### src/rtl/decoder_pkg.sv
// Shared types and helpers for the sequenced active-low decoder family.
package decoder_pkg;

  typedef enum logic [1:0] {
    StIdle,
    StAssert,
    StGap
  } state_e;

  localparam logic MODE_SINGLE = 1'b0;
  localparam logic MODE_SCAN   = 1'b1;

  localparam int unsigned DefAddrW = 5;
  localparam int unsigned DefOutW  = 2 ** DefAddrW;

  // Active-low one-hot of the original 5-to-32 decoder.
  function automatic logic [DefOutW-1:0] onehot_n(input logic [DefAddrW-1:0] addr);
    return ~(DefOutW'(1) << addr);
  endfunction

endpackage

### src/rtl/decoder_onehot_n.sv
// Combinational ADDR_W-to-2**ADDR_W active-low one-hot decode.
module decoder_onehot_n
  import decoder_pkg::*;
#(
  parameter int unsigned ADDR_W = 5,
  localparam int unsigned OUT_W = 2 ** ADDR_W
) (
  input  logic [ADDR_W-1:0] addr_i,
  output logic [OUT_W-1:0]  y_n_o
);

  if (ADDR_W == DefAddrW) begin : g_legacy
    assign y_n_o = onehot_n(addr_i);
  end else begin : g_generic
    assign y_n_o = ~(OUT_W'(1) << addr_i);
  end

endmodule

### src/rtl/decoder_seq.sv
// Registered active-low select driver: timed single-shot or wrapping scan pulses
// with break-before-make gaps between consecutive selects.
module decoder_seq
  import decoder_pkg::*;
#(
  parameter int unsigned ADDR_W  = 5,
  parameter int unsigned PULSE_W = 4,
  parameter int unsigned GAP_W   = 1,
  localparam int unsigned OUT_W  = 2 ** ADDR_W
) (
  input  logic              clk,
  input  logic              rst_n,
  input  logic              en,
  input  logic              mode,
  input  logic              start_valid,
  output logic              start_ready,
  input  logic [ADDR_W-1:0] addr_start,
  input  logic [ADDR_W-1:0] addr_end,
  output logic [OUT_W-1:0]  y_n,
  output logic [ADDR_W-1:0] cur_addr,
  output logic              busy,
  output logic              done
);

  localparam int unsigned PulseCntW = (PULSE_W > 1) ? $clog2(PULSE_W) : 1;
  localparam int unsigned GapCntW   = (GAP_W > 1) ? $clog2(GAP_W) : 1;
  localparam int unsigned GapLast   = (GAP_W > 0) ? GAP_W - 1 : 0;

  state_e                 state_q, state_d;
  logic [PulseCntW-1:0]   pulse_cnt_q, pulse_cnt_d;
  logic [GapCntW-1:0]     gap_cnt_q, gap_cnt_d;
  logic                   mode_q, mode_d;
  logic [ADDR_W-1:0]      end_q, end_d;
  logic [ADDR_W-1:0]      cur_addr_q, cur_addr_d;
  logic [OUT_W-1:0]       y_n_q, y_n_d;
  logic                   busy_q, busy_d;
  logic                   done_q, done_d;
  logic                   drive_d;
  logic [OUT_W-1:0]       dec_n;

  assign start_ready = (state_q == StIdle) && en;

  decoder_onehot_n #(
    .ADDR_W(ADDR_W)
  ) u_dec (
    .addr_i(cur_addr_d),
    .y_n_o (dec_n)
  );

  always_comb begin
    state_d     = state_q;
    pulse_cnt_d = pulse_cnt_q;
    gap_cnt_d   = gap_cnt_q;
    mode_d      = mode_q;
    end_d       = end_q;
    cur_addr_d  = cur_addr_q;
    drive_d     = 1'b0;
    done_d      = 1'b0;
    unique case (state_q)
      StIdle: begin
        if (start_valid && start_ready) begin
          state_d     = StAssert;
          mode_d      = mode;
          end_d       = addr_end;
          cur_addr_d  = addr_start;
          pulse_cnt_d = '0;
          drive_d     = 1'b1;
        end
      end
      StAssert: begin
        if (!en) begin
          state_d = StIdle;
        end else if (pulse_cnt_q == PulseCntW'(PULSE_W - 1)) begin
          if (mode_q == MODE_SINGLE || cur_addr_q == end_q) begin
            state_d = StIdle;
            done_d  = 1'b1;
          end else if (GAP_W > 0) begin
            state_d   = StGap;
            gap_cnt_d = '0;
          end else begin
            // Back-to-back: next select goes low on the very next cycle.
            cur_addr_d  = cur_addr_q + ADDR_W'(1);
            pulse_cnt_d = '0;
            drive_d     = 1'b1;
          end
        end else begin
          pulse_cnt_d = pulse_cnt_q + PulseCntW'(1);
          drive_d     = 1'b1;
        end
      end
      StGap: begin
        if (!en) begin
          state_d = StIdle;
        end else if (gap_cnt_q == GapCntW'(GapLast)) begin
          state_d     = StAssert;
          cur_addr_d  = cur_addr_q + ADDR_W'(1);
          pulse_cnt_d = '0;
          drive_d     = 1'b1;
        end else begin
          gap_cnt_d = gap_cnt_q + GapCntW'(1);
        end
      end
      default: state_d = StIdle;
    endcase
    busy_d = (state_d != StIdle);
    y_n_d  = drive_d ? dec_n : '1;
  end

  always_ff @(posedge clk) begin
    if (!rst_n) begin
      state_q     <= StIdle;
      pulse_cnt_q <= '0;
      gap_cnt_q   <= '0;
      mode_q      <= MODE_SINGLE;
      end_q       <= '0;
      cur_addr_q  <= '0;
      y_n_q       <= '1;
      busy_q      <= 1'b0;
      done_q      <= 1'b0;
    end else begin
      state_q     <= state_d;
      pulse_cnt_q <= pulse_cnt_d;
      gap_cnt_q   <= gap_cnt_d;
      mode_q      <= mode_d;
      end_q       <= end_d;
      cur_addr_q  <= cur_addr_d;
      y_n_q       <= y_n_d;
      busy_q      <= busy_d;
      done_q      <= done_d;
    end
  end

  assign y_n      = y_n_q;
  assign cur_addr = cur_addr_q;
  assign busy     = busy_q;
  assign done     = done_q;

endmodule

### config.mk
export PLATFORM = sky130hd
export DESIGN_NAME = decoder_seq
export DESIGN_NICKNAME = d
export VERILOG_FILES = /design/src/rtl/decoder_pkg.sv /design/src/rtl/decoder_onehot_n.sv /design/src/rtl/decoder_seq.sv
export SDC_FILE = /design/constraint.sdc
export NUM_CORES = 1
export LEC_CHECK = 0
export ABC_CLOCK_PERIOD_IN_PS = 3170
export BUFFER_PORTS_ARGS = -buffer_cell sky130_fd_sc_hd__buf_2
export CAP_MARGIN = 15
export CORE_MARGIN = 2
export CORE_UTILIZATION = 45
export DETAILED_ROUTE_END_ITERATION = 16
export HOLD_SLACK_MARGIN = 0.15
export PLACE_DENSITY = 0.78
export SLEW_MARGIN = 15
export SYNTH_ARGS = -nofsm -noshare
export SYNTH_HDL_FRONTEND = slang
export SYNTH_SLANG_ARGS = --single-unit
### constraint.sdc
create_clock -name clk -period 3.17 [get_ports clk]
set_input_delay 0.4755 -clock clk [delete_from_list [all_inputs] [get_ports clk]]
set_output_delay 0.4755 -clock clk [all_outputs]
set_load 0.005 [all_outputs]
## After elaboration in Yosys (flattened, before gate mapping)

Index checks and enable logic that the tools add are counted.

| cells by class | value |
|---|---|
| eq/ne operators | 11 |
| mux-type cells | 30 |
| $add $sub $neg | 3 |
| $lt $le $gt $ge | 0 |
| bitwise operators | 2 |
| divide/modulo/power cells | 0 |
| reduce and logical (&&, ||, !) cells | 12 |
| $mul | 0 |
| shift operators | 1 |

Operators with widths:

| operator | number |
|---|---|
| 32-bit inverter | 1 |
| 1-bit by 5-bit << shifter with 32-bit output (first input constant) | 1 |
| 2-bit two-way mux | 11 |
| 5-bit two-way mux | 3 |
| 2-bit != test (second input constant) | 6 |
| 2-bit one-hot mux with 3 select lines | 2 |
| 1-bit two-way mux | 11 |
| 5-bit one-hot mux with 2 select lines | 1 |
| 6-bit AND reduction | 1 |
| 5-bit by 1-bit adder with 5-bit output (second input constant) | 1 |
| 5-bit == test | 1 |
| 5-bit AND reduction | 1 |
| 2-bit == test (second input constant) | 2 |
| 2-bit AND reduction | 2 |
| 4-bit AND reduction | 1 |
| 2-bit nonzero test | 2 |
| 1-bit one-hot mux with 3 select lines | 1 |
| 3-bit nonzero test | 1 |
| 2-bit by 1-bit adder with 2-bit output (second input constant) | 1 |
| 2-bit by 1-bit == test with 1-bit output (second input constant) | 1 |
| 1-bit logical AND | 2 |
| 2-bit zero test | 1 |
| 2-bit by 1-bit != test with 1-bit output (second input constant) | 1 |
| 1-bit one-hot mux with 2 select lines | 1 |
| other kinds (3) | 3 |

| storage, ports and cells | value |
|---|---|
| output and inout port bits | 40 |
| bits in registers | 50 |
| memory bits (writable) | 0 |
| ROM bits | 0 |
| memories | 0 |
| input bits | 15 |
| bits in latches | 0 |

## Depth between registers and ports, before layout

| logic depth | value |
|---|---|
| word-level depth | 7 |
| depth in mapped cells | 9 |
| mapped depth without buffers | 7 |

## Hierarchy

From an unflattened synthesis, not the netlist that was laid out.

| unflattened totals | value |
|---|---|
| cell total of the unflattened synthesis | 238 |
| area total of the unflattened synthesis | 2200.9 µm² |

Modules (own cells, without submodules):

| module | area an instance (µm²) | cells an instance | times used |
|---|---|---|---|
| decoder_seq | 1964.4 | 191 | 1 |
| decoder_onehot_n | 236.5 | 47 | 1 |

## Worst setup path before layout

No wires, ideal clock.

| timing | value |
|---|---|
| path kind | reg-to-reg |
| from | register state_q[1] |
| to | register y_n_q[4] (netlist: y_n[4]) |
| data required time | 3.043 ns |
| stages on the path, launching flop included | 9 |
| library setup time | 0.127 ns |
| path slack | 1.267 ns |
| arrival | 1.777 ns |
| clock period less this slack | 1.903 ns |
| cell sequence | dfxtp_1 > inv_1 > ha_1 > buf_6 > and3_4 > buf_6 > a221o_2 > nor3_2 > nand2_1 |

| between the ends | value |
|---|---|
| longest elaborated chain between the ends | 7 |

Ends and longest elaborated chain:

| what | line | source |
|---|---|---|
| start: declaration | decoder_seq.sv:29 | `state_e state_q, state_d;` |
| start signal: assignment | decoder_seq.sv:111 | `state_q <= StIdle;` |
| start signal: assignment | decoder_seq.sv:121 | `state_q <= state_d;` |
| 2-bit zero test | decoder_seq.sv:41, decoder_seq.sv:59 |  |
| 1-bit logical AND | decoder_seq.sv:41 | `assign start_ready = (state_q == StIdle) && en;` |
| 1-bit logical AND | decoder_seq.sv:61 | `if (start_valid && start_ready) begin` |
| 5-bit two-way mux | decoder_seq.sv:61 |  |
| 5-bit one-hot mux with 2 select lines | decoder_seq.sv:59 | `unique case (state_q)` |
| 1-bit by 5-bit << shifter with 32-bit output | decoder_pkg.sv:18 | `return ~(DefOutW'(1) << addr);` |
| 32-bit inverter | decoder_pkg.sv:18 |  |
| end signal: assignment | decoder_seq.sv:127 | `y_n_q <= y_n_d;` |
| end: declaration | decoder_seq.sv:35 | `logic [OUT_W-1:0] y_n_q, y_n_d;` |

Several ways; a longest one is shown, not always the timed one.
A chain may end at the register's enable or synchronous reset.

## Worst setup path after layout

| timing | value |
|---|---|
| from | register state_q[1] |
| to | register y_n_q[0] (netlist: y_n[0]) |

The elaborated chain is that of the path after synthesis.

==> summary.md <==
| Metric | Value |
|---|---|
| Outcome | finished, final reports clean |
| Period minus WS final | around 2200 ps |
| Inserted Clock Buffers | 5 |
| Crit path max fanout | 11 |
| Post-route ant nets | 0 |
| Synth-to-layout area growth | 18.3% |
| Dpl cell area | approximately 2300 um2 |
| CP Cell Sequence | inv_1, ha_1, a21boi_2, o21a_1, a221o_2, nor3_2, nand2_1 |
| Ant diodes | 0 |
| Top-area cell type share of the netlist area | between 40 and 50% |
| Crit path DAT | between 2000 and 2500 ps |
| Worst setup margin | about 990 ps |
| Die X | around 71 um |
| Worst skew pair latency | roughly 310 ps |
| Largest net degree at the start of global routing | 18 |
| Worst clock skew | roughly 5.9 ps |
| Sequential Power Share | between 50 and 60% |
| Final core occ | between 50% and 60% |
| Clk sinks | just under 50 |
| Gr usage total | around 17% |
| PostCTS Resize Cnt | 0 |
| Detailed placement HPWL | ~3000 um |
| Number of global-route vias before repair | 1,381 |
| Crit-path max cell delay | around 400 ps |
| First-pass GRT wire length | 6670 um |
| Most used routing layer | met2 |
| Worst-margin pin slew | between 400 and 500 ps |
| Initial antenna violation count | 0 |
| P_int | ~0.83 mW |
| Slew Viols, Final | 0 |
| Initial Util | a little under half |
| Nets@finish | ~280 |
| Post-synth top area cell | dfxtp_1 |
| Worst slack at placement | between 1000 and 1500 ps |
| Clock Tree Root | clkbuf_8 |
| I/O pins | 55 |
| Share of flip-flops with an asynchronous set or reset | 0% |
| Core area | between 4000 and 5000 um2 |
| CTS Hold Bufs | 0 |
| Setup tns final | 0 ps |
| Max-cap viol count | 0 |
| Netlist cell types | 50 |
| H-tree depth | 2 |
| Die area | a little over 5000 um2 |
| Met3 Track Usage GR | ~3.6% |
| EDFF count, synth | 0 |
| Ys Warns | 0 |
| WL/cell | approximately 13 um |
| Combinational power share | 9.9% |
| Crit path launch type | flop |
| Critical path's top delay family | compound AO/OA/AOI/OAI gates |
| DIE HEIGHT | 70.9 um |
| Net Sw Frac | approximately a quarter |
| RSZ-0062 raised after global routing | false |
| Overflow after GRT | 0 |
| Cells after Synth | 203 |
| Yosys reg bits | slightly below 50 |
| Hold crit path type | input pin to flop |
| Routed wire length | roughly 4000 um |
| Routability Congestion | ~0.83 |
| Fin area | 2380 um2 |
| Share of the cycle needed by the critical path after routing | between 60% and 70% |
| CTS Buffer Depth | 2 |
| DRC viols | 0 |
| Top cells by area, synth | dfxtp_1 (49%), nand2_1 (9.1%), ha_1 (3.7%) |
| Net switching power | between 0.2 and 0.3 mW |
| Peak Freq | about 0.46 GHz |
| Slowest CP cell | dfxtp_1 |
| Setup violators final | 0 |
| Worst VDD drop | approximately 0.25 mV |
| Met1 Use GR | between 20% and 30% |
| Via-per-instance ratio | between 4 and 5 |
| Rel. slew slack | 68.0% |
| Fraction of layout cells with a size suffix above 1 | roughly 33% |
| Hold Fails Final Rpt | 0 |
| Mapped cell area | between 2000 and 2500 um2 |
| CP endpoint kind | flop |
| WP data required | 3360 ps |
| Min Hold Slack | ~400 ps |
| Clk slew on worst S/H paths | 90 ps |
| Initial DRC count | 96 |
| Global routing usage on met2 | between 20% and 30% |
| Leak pwr | 0.913 nW |
| Cell area power density | roughly 470 nW/um2 |
| Register area share after synthesis | 48.7% |
| Buf/Inv on CP | 1 |
| First drt pass iteration count | 4 |
| Clock Power Share | roughly 34% |
| CTS tree | done |
| Setup Buffers After CTS | 0 |
| Syn avg cell area | 9.93 um2 |
| Port buffer count | 54 |
| Post-synth top flop | dfxtp_1 |
| DR vias | between 1,500 and 2,000 |
| # rows | 24 |
| WS Path Type | flop to flop |
| Mapped Nets | approximately 220 |
worst paths after layout:
path,start,endpoint,slack [ps],depth (start not counted)
hold / removal,addr_end[3],end_q[3],400,3
setup reg to reg,state_q[1],y_n[0],990,7
hold reg to reg,mode_q,mode_q,470,2
setup / recovery,state_q[1],y_n[0],990,7
logic make-up (layout without fill, tap and decap cells):
kind of cell | count (synthesis) | after routing | share of synthesized area, %
AO/OA/AOI/OAI | 35 | 35 | 15.8
buffers and inverters | 13 | 68 | 4.16
XOR/XNOR | 8 | 8 | 3.48
adder cells (fa/ha/maj) | 6 | 6 | 3.72
flip-flops | 49 | 49 | 48.7
AND/OR/NAND/NOR | 92 | 92 | 24.1
flip-flops by register name, summed over array words and instances, names as in the netlist:
name and count:
state_q 2, y_n 32, end_q 5, busy 1, pulse_cnt_q 2, mode_q 1, done 1, cur_addr 5
layer usage:
metal / vias up / routed length (um)
met1: 690 / 1940
li1: 794 / -
met4: 0 / 74
met5: - / 0
met2: 54 / 1690
met3: 7 / 252
layout by cell type, fill, tap and decap left out, types with 5 or more instances in the layout:
master / Yosys / layout
and2_1: 6 / 6
nor2_1: 9 / 9
ha_1: 6 / 6
nor3_2: 6 / 6
clkbuf_8: 0 / 5
nand2_1: 49 / 49
buf_2: 1 / 54
inv_1: 6 / 6
a21boi_0: 6 / 6
dfxtp_1: 49 / 49
power by group through the flow:
stage	Combinational [mW]	Sequential, mW	Clock, mW
after floorplan	0.0839	0.648	0
after detailed placement	0.112	0.651	0
after global placement	0.111	0.651	0
final	0.112	0.636	0.383
after global routing	0.125	0.639	0.421
after CTS	0.112	0.637	0.395
stage by stage:
step | total power [mW] | std cells
global route | 1.18 | 310
floorplan | 0.732 | 203
global placement | 0.762 | 302
CTS | 1.14 | 310
finish | 1.13 | 310
detailed placement | 0.763 | 302
synth_stat cells, types with 2 or more instances:
library cell,n
nor3b_2,2
nand2b_1,2
nand2_1,49
dfxtp_1,49
ha_1,6
nor3b_1,2
nand4_1,2
nor2_1,9
a221oi_2,2
xor2_1,4
buf_6,4
and2_1,6
nor2b_1,2
o21ai_0,3
xnor2_1,4
nand3_1,2
nand3b_1,3
inv_1,6
a21boi_0,6
nor3_2,6
a21oi_1,2
o21a_1,3
a22o_1,2
layout make-up:
type | instances | area [um2]
tap | 52 | 65.1
fill | 413 | 1940
timing repair buffer | 54 | 270
sequential | 49 | 981
multi-input combinational | 141 | 951
inverter | 6 | 22.5
clock buffer | 5 | 68.8
clock inverter | 3 | 26.3
worst min-delay path: stages:
cell,delay (ps)
buf_2,90
nand2_1,40
a21boi_0,60
No activity file was read; power rests on OpenSTA's default activity.
